`src/rtl/fifo_read_ctrl.sv`:
```
// Read-side pointer and control for a same-clock switch port FIFO.
// Produces the RAM read strobe/address, the read-data-valid pipe and registered status flags.
module fifo_read_ctrl #(
    parameter int unsigned ADDR_WIDTH = 5,
    parameter int unsigned RD_LATENCY = 1,
    parameter int unsigned AE_THRESH  = 2
) (
    input  logic                  wclk,
    input  logic                  reset,
    input  logic                  read_enable,
    input  logic [ADDR_WIDTH:0]   wptr,
    output logic [ADDR_WIDTH:0]   rptr,
    output logic [ADDR_WIDTH-1:0] raddr,
    output logic                  ren,
    output logic                  rvalid,
    output logic                  empty,
    output logic                  almost_empty,
    output logic [ADDR_WIDTH:0]   fifo_occu_out,
    output logic                  underflow
);

    localparam int unsigned PW = ADDR_WIDTH + 1;
    localparam logic [PW-1:0] AeThresh = PW'(AE_THRESH);

    logic [PW-1:0]         r_rptr;
    logic [ADDR_WIDTH-1:0] r_raddr;
    logic                  r_ren;
    logic [RD_LATENCY-1:0] r_vpipe;
    logic                  r_empty;
    logic                  r_almost_empty;
    logic [PW-1:0]         r_occu;
    logic                  r_underflow;

    logic          w_empty_fifo;
    logic [PW-1:0] w_occ;
    logic          w_accept;

    // Gating and flags use the pre-edge pointers; a same-edge write is seen next cycle.
    assign w_empty_fifo = (wptr == r_rptr);
    assign w_occ        = wptr - r_rptr;
    assign w_accept     = read_enable && !w_empty_fifo;

    always_ff @(posedge wclk) begin
        if (reset) begin
            r_rptr         <= '0;
            r_raddr        <= '0;
            r_ren          <= 1'b0;
            r_vpipe        <= '0;
            r_empty        <= 1'b1;
            r_almost_empty <= 1'b1;
            r_occu         <= '0;
            r_underflow    <= 1'b0;
        end else begin
            if (w_accept) begin
                r_raddr <= r_rptr[ADDR_WIDTH-1:0];
                r_ren   <= 1'b1;
                r_rptr  <= r_rptr + PW'(1);
            end else begin
                r_ren <= 1'b0;
            end
            r_vpipe[0] <= r_ren;
            for (int i = 1; i < int'(RD_LATENCY); i++) begin
                r_vpipe[i] <= r_vpipe[i-1];
            end
            r_empty        <= w_empty_fifo;
            r_almost_empty <= (w_occ <= AeThresh);
            r_occu         <= w_occ;
            r_underflow    <= r_underflow | (read_enable && w_empty_fifo);
        end
    end

    assign rptr          = r_rptr;
    assign raddr         = r_raddr;
    assign ren           = r_ren;
    assign rvalid        = r_vpipe[RD_LATENCY-1];
    assign empty         = r_empty;
    assign almost_empty  = r_almost_empty;
    assign fifo_occu_out = r_occu;
    assign underflow     = r_underflow;

endmodule

```
`config.mk`:
```
export PLATFORM = sky130hd
export DESIGN_NAME = fifo_read_ctrl
export DESIGN_NICKNAME = d
export VERILOG_FILES = /design/src/rtl/fifo_read_ctrl.sv
export SDC_FILE = /design/constraint.sdc
export NUM_CORES = 1
export LEC_CHECK = 0
export CAP_MARGIN = 20
export CORE_ASPECT_RATIO = 1.4
export CORE_MARGIN = 1
export CORE_UTILIZATION = 45
export CTS_CLUSTER_DIAMETER = 150
export CTS_CLUSTER_SIZE = 25
export DETAILED_ROUTE_END_ITERATION = 10
export MAX_ROUTING_LAYER = met4
export PLACE_DENSITY_LB_ADDON = 0.05
export SYNTH_ARGS = -nofsm -noshare
export SYNTH_HDL_FRONTEND = slang
export SYNTH_SLANG_ARGS = --single-unit
```
`constraint.sdc`:
```
create_clock -name wclk -period 2.7 [get_ports wclk]
set_input_delay 0.27 -clock wclk [delete_from_list [all_inputs] [get_ports wclk]]
set_output_delay 0.27 -clock wclk [all_outputs]
set_load 0.005 [all_outputs]
```
Word level (Yosys, flattened, before mapping). Cells that the tools add are included.

Flip-flop bits (word level): 22. Input bits: 9. Output and inout bits: 22. Word-level logic and storage cells: 17.

Add/sub/neg operators: 2. Order comparisons: 1. Equality and inequality tests: 1. Multiplexer cells: 1. Bitwise logic cells: 1. Reduce and logical (&&, ||, !) cells: 3.

Operator list (count): adder 6 x 1 -> 6 bit, second input constant (1); == test 6 bit (1); less-or-equal comparator 6 x 2 -> 1 bit, second input constant (1); subtractor 6 bit (1); logical AND 1 bit (2); logical NOT 1 bit (1); 2-to-1 mux 1 bit (1); OR 1 bit (1).

Logic depth before layout (Yosys ltp). Gate-level depths: netlist (run 1).

Word-level depth: 4. Gate-level depth with buffers: 9. Depth with buffers taken out: 9.

Least setup slack after synthesis (run 1). No wires, ideal clock.

Path kind: register -> register. Start: register r_rptr[0] (netlist: rptr[0]). End: register r_almost_empty (netlist: almost_empty). Library setup time: 0.115 ns. Arrival time: 1.837 ns. Data required time: 2.585 ns. Path slack: 0.748 ns. Stages on the path, launching flop included: 9. Path buffers: 0. Clock period less this slack: 1.952 ns. Cell sequence: dfxtp_1 ha_1 inv_1 fa_1 a21o_2 a21oi_1 xor2_1 and3_1 a31o_1.

Cells in the longest elaborated chain, start to end: 2.

RTL lines: start, declared (line 25) `logic [PW-1:0] r_rptr;`; start signal, assigned (line 57) `r_rptr <= r_rptr + PW'(1);`; subtractor 6 bit (line 40) `assign w_occ = wptr - r_rptr;`; less-or-equal comparator 6 x 2 -> 1 bit (line 66) `r_almost_empty <= (w_occ <= AeThresh);`; end signal, assigned (line 66); end, declared (line 30) `logic r_almost_empty;`.

No other way between the ends. A chain may end at the register's enable or synchronous reset.

Worst setup path after layout (run 1). Same ends and word-level chain as after synthesis.

==> run metrics, run 1 <==
status=finished, final reports clean; fillcell total=177; Int Pwr=569 µW; Max VDD drop=0.000298 V; Longest Clk Path Bufs=2; crit path capture=almost_empty$_SDFF_PP1_; I/O pin count=31; synthesis warning total=0; Logic pwr share=17.9%; unique cell type count in the Yosys netlist=24; HPWL after DPL=1.44 mm; RSZ-0062 raised after global routing=false; min-delay worst type=flip-flop to flip-flop; cells resized by post-CTS repair=0; Achievable Freq=466 MHz; TNS Setup=0 ns; placed cells=153; headroom to the max-slew limit=48.0%; Layout Area Growth over Synthesis=36.4%; Placer Congestion=0.761; Critical Path Source=rptr[0]$_SDFFE_PP0P_; GR Util All Layers=17.3%; Clock Power Share=34.2%; # diodes=0; Startpoint Class=flip-flop; worst-skew pair later-pin latency=0.30 ns; first-pass GRT wire length=3.06 mm; PortBufs=30; CP Data Arrival Time=2.36 ns; final WL=1.87 mm; syn avg cell area=9.52 µm²; CTS tree=yes; share of cells above drive strength 1=5.15%; Critical Path Sink Type=flip-flop; Die Height=57.5 µm; Max Cap Viol=0; root buffer cell=clkbuf_4; fin cells=157; area of the multi-input gates=493 µm²; worst reg2reg path endpoint=almost_empty$_SDFF_PP1_; sequential cell area=440 µm²; clock sink count=22; critical path peak fanout=7; CP required=2.91 ns; Final Hold Vio Count=0; clock skew=0.000776 ns; cells on worst reg2reg path=8; routed len/inst=11.9 µm; Rows=19; post-synthesis sequential area ratio=44.5%; Setup violations, final=0; post-synthesis cell count=104; nets@finish=153; CTS HTree Levels=1; Initial Util=49.0%; RR Startpoint=rptr[0]$_SDFFE_PP0P_; routed vias=802; Pwr Density=546 mW/mm²; Post-CTS Hold Fix Bufs=0; final slew viol count=0; sequential power share=47.9%; Setup Fix Bufs, Post-CTS=0; DR pass1 iterations=4; die width=41.6 µm; Worst-Margin Slew=0.778 ns; Leakage=0.000553 µW; Yosys top cell area share=44.5%; Final Cycle Share=79.4%; CTS Buf Count=3; Initial DRC Count=7; mapped cell area=990 µm²; Switch Pwr=168 µW; core box area=0.00202 mm²; syn nets=120; DR DRC count=0; reg-to-reg slack, setup=0.56 ns; Avg Vias per Cell=5.11; top post-synthesis cells by area=dfxtp_1, nor2_1, ha_1, xnor2_1, mux2i_1; area leader, netlist=dfxtp_1; Switching Share=22.8%; grt total ovfl=0; clock-pin slew on the worst setup and hold paths=0.12 ns; flop and latch count out of synthesis=22; Period minus WS final=2.14 ns; largest net degree at the start of global routing=23; Antenna Nets Post-Route=0; Die Area=0.00239 mm²; critical path class=flip-flop to flip-flop; antenna violations before repair=0; vias in the first global route=781
[routing by layer]
layer / track usage, % / routed length (µm) / share of wire (%)
met1: 15.1 / 756 / 40
met3: 2.53 / 75 / 4.0
met4: 9.68 / 15 / 0.80
met5: - / 0 / 0
met2: 33.9 / 1020 / 55
[through the flow]
stage	power, µW	area (µm²)	hold slack [ns]	util [%]	setup slack [ns]
global route	765	1350	0.493	66.8	0.389
finish	737	1350	0.473	66.8	0.555
global placement	489	1300	0.443	64.2	0.413
CTS	745	1350	0.477	66.8	0.530
detailed placement	493	1300	0.459	64.2	0.351
floorplan	432	990	0.342	-	0.748
[power groups by stage]
stage / clock [µW] / sequential, µW / combinational, µW
final: 252 / 353 / 132
after global routing: 266 / 355 / 145
after floorplan: 0 / 361 / 70.7
after detailed placement: 0 / 361 / 132
after CTS: 258 / 353 / 133
after global placement: 0 / 360 / 129
[registers in the layout, summed over array words and instances (netlist names)]
name and count:
rptr 6, empty 1, fifo_occu_out 6, rvalid 1
underflow 1, ren 1, almost_empty 1, raddr 5
[cell usage in the layout (no fill, tap or decap)]
master / instances
mux2i_1: 5
nand2_1: 2
nand2b_1: 2
dfxtp_1: 22
or2b_1: 1
bufinv_16: 1
inv_1: 8
a21oi_1: 5
and3_1: 3
nor2b_1: 3
clkdlybuf4s50_1: 30
ha_1: 6
xor2_1: 3
fa_1: 1
or4_1: 1
nor2_1: 22
buf_4: 1
a21o_2: 1
clkbuf_4: 3
o311a_1: 1
a31oi_1: 1
a31o_1: 1
a41oi_2: 1
xnor2_1: 7
nand4_1: 4
o21ai_1: 1
[how the worst min path moves through the flow]
stage / to / cells after the start / start / slack [ns]
6_report: rvalid$_SDFF_PP0_ / 1 / ren$_SDFF_PP0_ / 0.47
5_1_grt: rvalid$_SDFF_PP0_ / 1 / ren$_SDFF_PP0_ / 0.49
4_1_cts: rvalid$_SDFF_PP0_ / 1 / ren$_SDFF_PP0_ / 0.48
3_5_place_dp: rvalid$_SDFF_PP0_ / 1 / ren$_SDFF_PP0_ / 0.46
3_3_place_gp: rvalid$_SDFF_PP0_ / 1 / ren$_SDFF_PP0_ / 0.44
2_1_floorplan: ren$_SDFF_PP0_ / 1 / reset / 0.34
[worst max-delay path: stages (launching register included)]
cell and delay, ns:
dfxtp_1 0.49, ha_1 0.23, inv_1 0.06, fa_1 0.41, a21o_2 0.21, a21oi_1 0.16
xor2_1 0.10, and3_1 0.18, a31o_1 0.20
[kinds of logic (layout without fill, tap and decap cells)]
logic type,Yosys count,after routing,share of synthesized area [%]
and+or+nand+nor,38,38,18.2
DFF,22,22,44.5
AOI/OAI and AO/OA,11,11,8.09
buffers and inverters,11,43,5.69
xor gates and xnor gates,10,10,8.85
adders and majority gates,7,7,9.61
muxes,5,5,5.06
[cells in the mapped netlist]
master,instances
nand2_1,2
nand4_1,4
mux2i_1,5
or4_1,1
nor2b_1,3
a41oi_2,1
xor2_1,3
or2b_1,1
a31oi_1,1
o311a_1,1
dfxtp_1,22
xnor2_1,7
a31o_1,1
buf_6,2
inv_1,8
ha_1,6
nand2b_1,2
and3_1,3
fa_1,1
clkbuf_1,1
a21oi_1,5
a21o_2,1
nor2_1,22
o21ai_1,1
[final cells by class]
cell class                 count  share of cell area (%)
multi-input combinational     71                    36.5
clock buffer                   3                    1.67
tap                           21                    1.95
inverter                       8                    2.22
clock inverter                 1                    2.22
timing repair buffer          31                    22.8
sequential                    22                    32.6
Note: power is estimated with default switching activity, not from simulation.
==> run 2, diff against run 1 <==
==> constraint.sdc (replaced) <==
create_clock -name wclk -period 2.05 [get_ports wclk]
set_input_delay 0.205 -clock wclk [delete_from_list [all_inputs] [get_ports wclk]]
set_output_delay 0.205 -clock wclk [all_outputs]
set_load 0.005 [all_outputs]
==> run metrics, run 2 (synthesis gave the netlist of run 1 again) <==
status=finished, final reports clean; share of cells above drive strength 1=12.2%; Critical Path Sink Type=flip-flop; Final Cycle Share=93.5%; reg-to-reg slack, setup=0.13 ns; Period minus WS final=1.92 ns; routed vias=823; sequential cell area=440 µm²; final WL=1.94 mm; CTS HTree Levels=1; Die Area=0.00239 mm²; antenna violations before repair=0; core box area=0.00202 mm²; clock sink count=22; largest net degree at the start of global routing=14; PortBufs=30; hold path start=ren$_SDFF_PP0_; routed len/inst=11.6 µm; critical path peak fanout=2; Avg Vias per Cell=4.90; clock-pin slew on the worst setup and hold paths=0.13 ns; area of the multi-input gates=493 µm²; Longest Clk Path Bufs=2; worst hold endpoint=rvalid$_SDFF_PP0_; first-pass GRT wire length=3.30 mm; Leakage=0.000607 µW; RR Startpoint=rptr[0]$_SDFFE_PP0P_; DR DRC count=0; worst-skew pair later-pin latency=0.31 ns; CP Data Arrival Time=2.13 ns; hold path cells=1; Setup violations, final=0; most common cell after layout, fill and taps aside=clkdlybuf4s50_1; TNS Setup=0 ns; Final Hold Vio Count=0; Pwr Density=695 mW/mm²; Rows=19; Placer Congestion=0.746; RSZ-0062 raised after global routing=false; Max VDD drop=0.000534 V; most frequent cells in the layout=clkdlybuf4s50_1, nor2_1, dfxtp_1; CTS tree=yes; nets@finish=164; final core utilization=70.9%; clock skew=0.00535 ns; Worst-Margin Slew=0.346 ns; CTS Buf Count=3; Post-CTS Hold Fix Bufs=0; fillcell total=163; grt total ovfl=0; min-delay worst type=flip-flop to flip-flop; CP required=2.26 ns; Antenna Nets Post-Route=0; critical path class=flip-flop to flip-flop; Startpoint Class=flip-flop; GR Util All Layers=18.4%; Max Cap Viol=0; Placed Area=0.00138 mm²; worst reg2reg path endpoint=almost_empty$_SDFF_PP1_; HPWL after DPL=1.47 mm; root buffer cell=clkbuf_4; Achievable Freq=521 MHz; Initial DRC Count=14; Setup Fix Bufs, Post-CTS=0; I/O pin count=31; Die Height=57.5 µm; cells resized by post-CTS repair=0; DR pass1 iterations=3; headroom to the max-slew limit=76.9%; # diodes=0; Layout Area Growth over Synthesis=44.8%; cell area after layout=0.00143 mm²; die width=41.6 µm; vias in the first global route=832; final slew viol count=0; cells on worst reg2reg path=8; Initial Util=49.0%
run 2: cell count changes in the layout (fill, tap and decap cells not counted):
cell,before,now
buf_4,1,12
run 2: worst max-delay path, stage by stage, from the launching register on:
cell and delay, ns:
dfxtp_1 0.37, ha_1 0.17, inv_1 0.05, fa_1 0.38, a21o_2 0.20, a21oi_1 0.16
xor2_1 0.10, and3_1 0.19, a31o_1 0.20
run 2: layout make-up:
type	instances	share of cell area, %
well taps	21	1.83
multi-input cells	71	34.4
clock inverters	1	2.10
flip-flops and latches	22	30.7
clock buffers	3	1.57
inverters	8	2.10
repair buffers	42	27.2
run 2: worst max path at each step:
stage / startpoint / end / slack (ns) / cells past startpoint
2_1_floorplan: rptr[0]$_SDFFE_PP0P_ / almost_empty$_SDFF_PP1_ / 0.1 / 8
3_3_place_gp: wptr[0] / almost_empty$_SDFF_PP1_ / -0.11 / 10
3_5_place_dp: wptr[0] / almost_empty$_SDFF_PP1_ / -0.18 / 10
4_1_cts: rptr[0]$_SDFFE_PP0P_ / almost_empty$_SDFF_PP1_ / 0.13 / 8
5_1_grt: rptr[0]$_SDFFE_PP0P_ / almost_empty$_SDFF_PP1_ / 0.009 / 8
6_report: rptr[0]$_SDFFE_PP0P_ / almost_empty$_SDFF_PP1_ / 0.13 / 8
run 2: where the power goes:
| part | internal [µW] | total (µW) | switching [µW] |
|---|---|---|---|
| Combinational | 118 | 203 | 84.5 |
| Clock | 198 | 335 | 137 |
| Sequential | 452 | 459 | 7.40 |
| Total | 767 | 996 | 229 |
run 2: metal layers:
| metal | vias up | share of wire [%] | track usage, % |
|---|---|---|---|
| li1 | 427 | - | - |
| met1 | 377 | 42 | 17.9 |
| met2 | 17 | 54 | 34.2 |
| met3 | 2 | 3.5 | 2.22 |
| met4 | 0 | 0.88 | 10.6 |
| met5 | - | 0 | - |
run 2: per-stage QoR:
step	power, µW	instances	worst slack, ns	hold slack, ns
6_report	996	168	0.132	0.469
5_1_grt	1040	168	0.00931	0.478
4_1_cts	1010	168	0.130	0.471
3_5_place_dp	671	164	-0.180	0.449
3_3_place_gp	668	164	-0.110	0.443
2_1_floorplan	569	104	0.0979	0.277
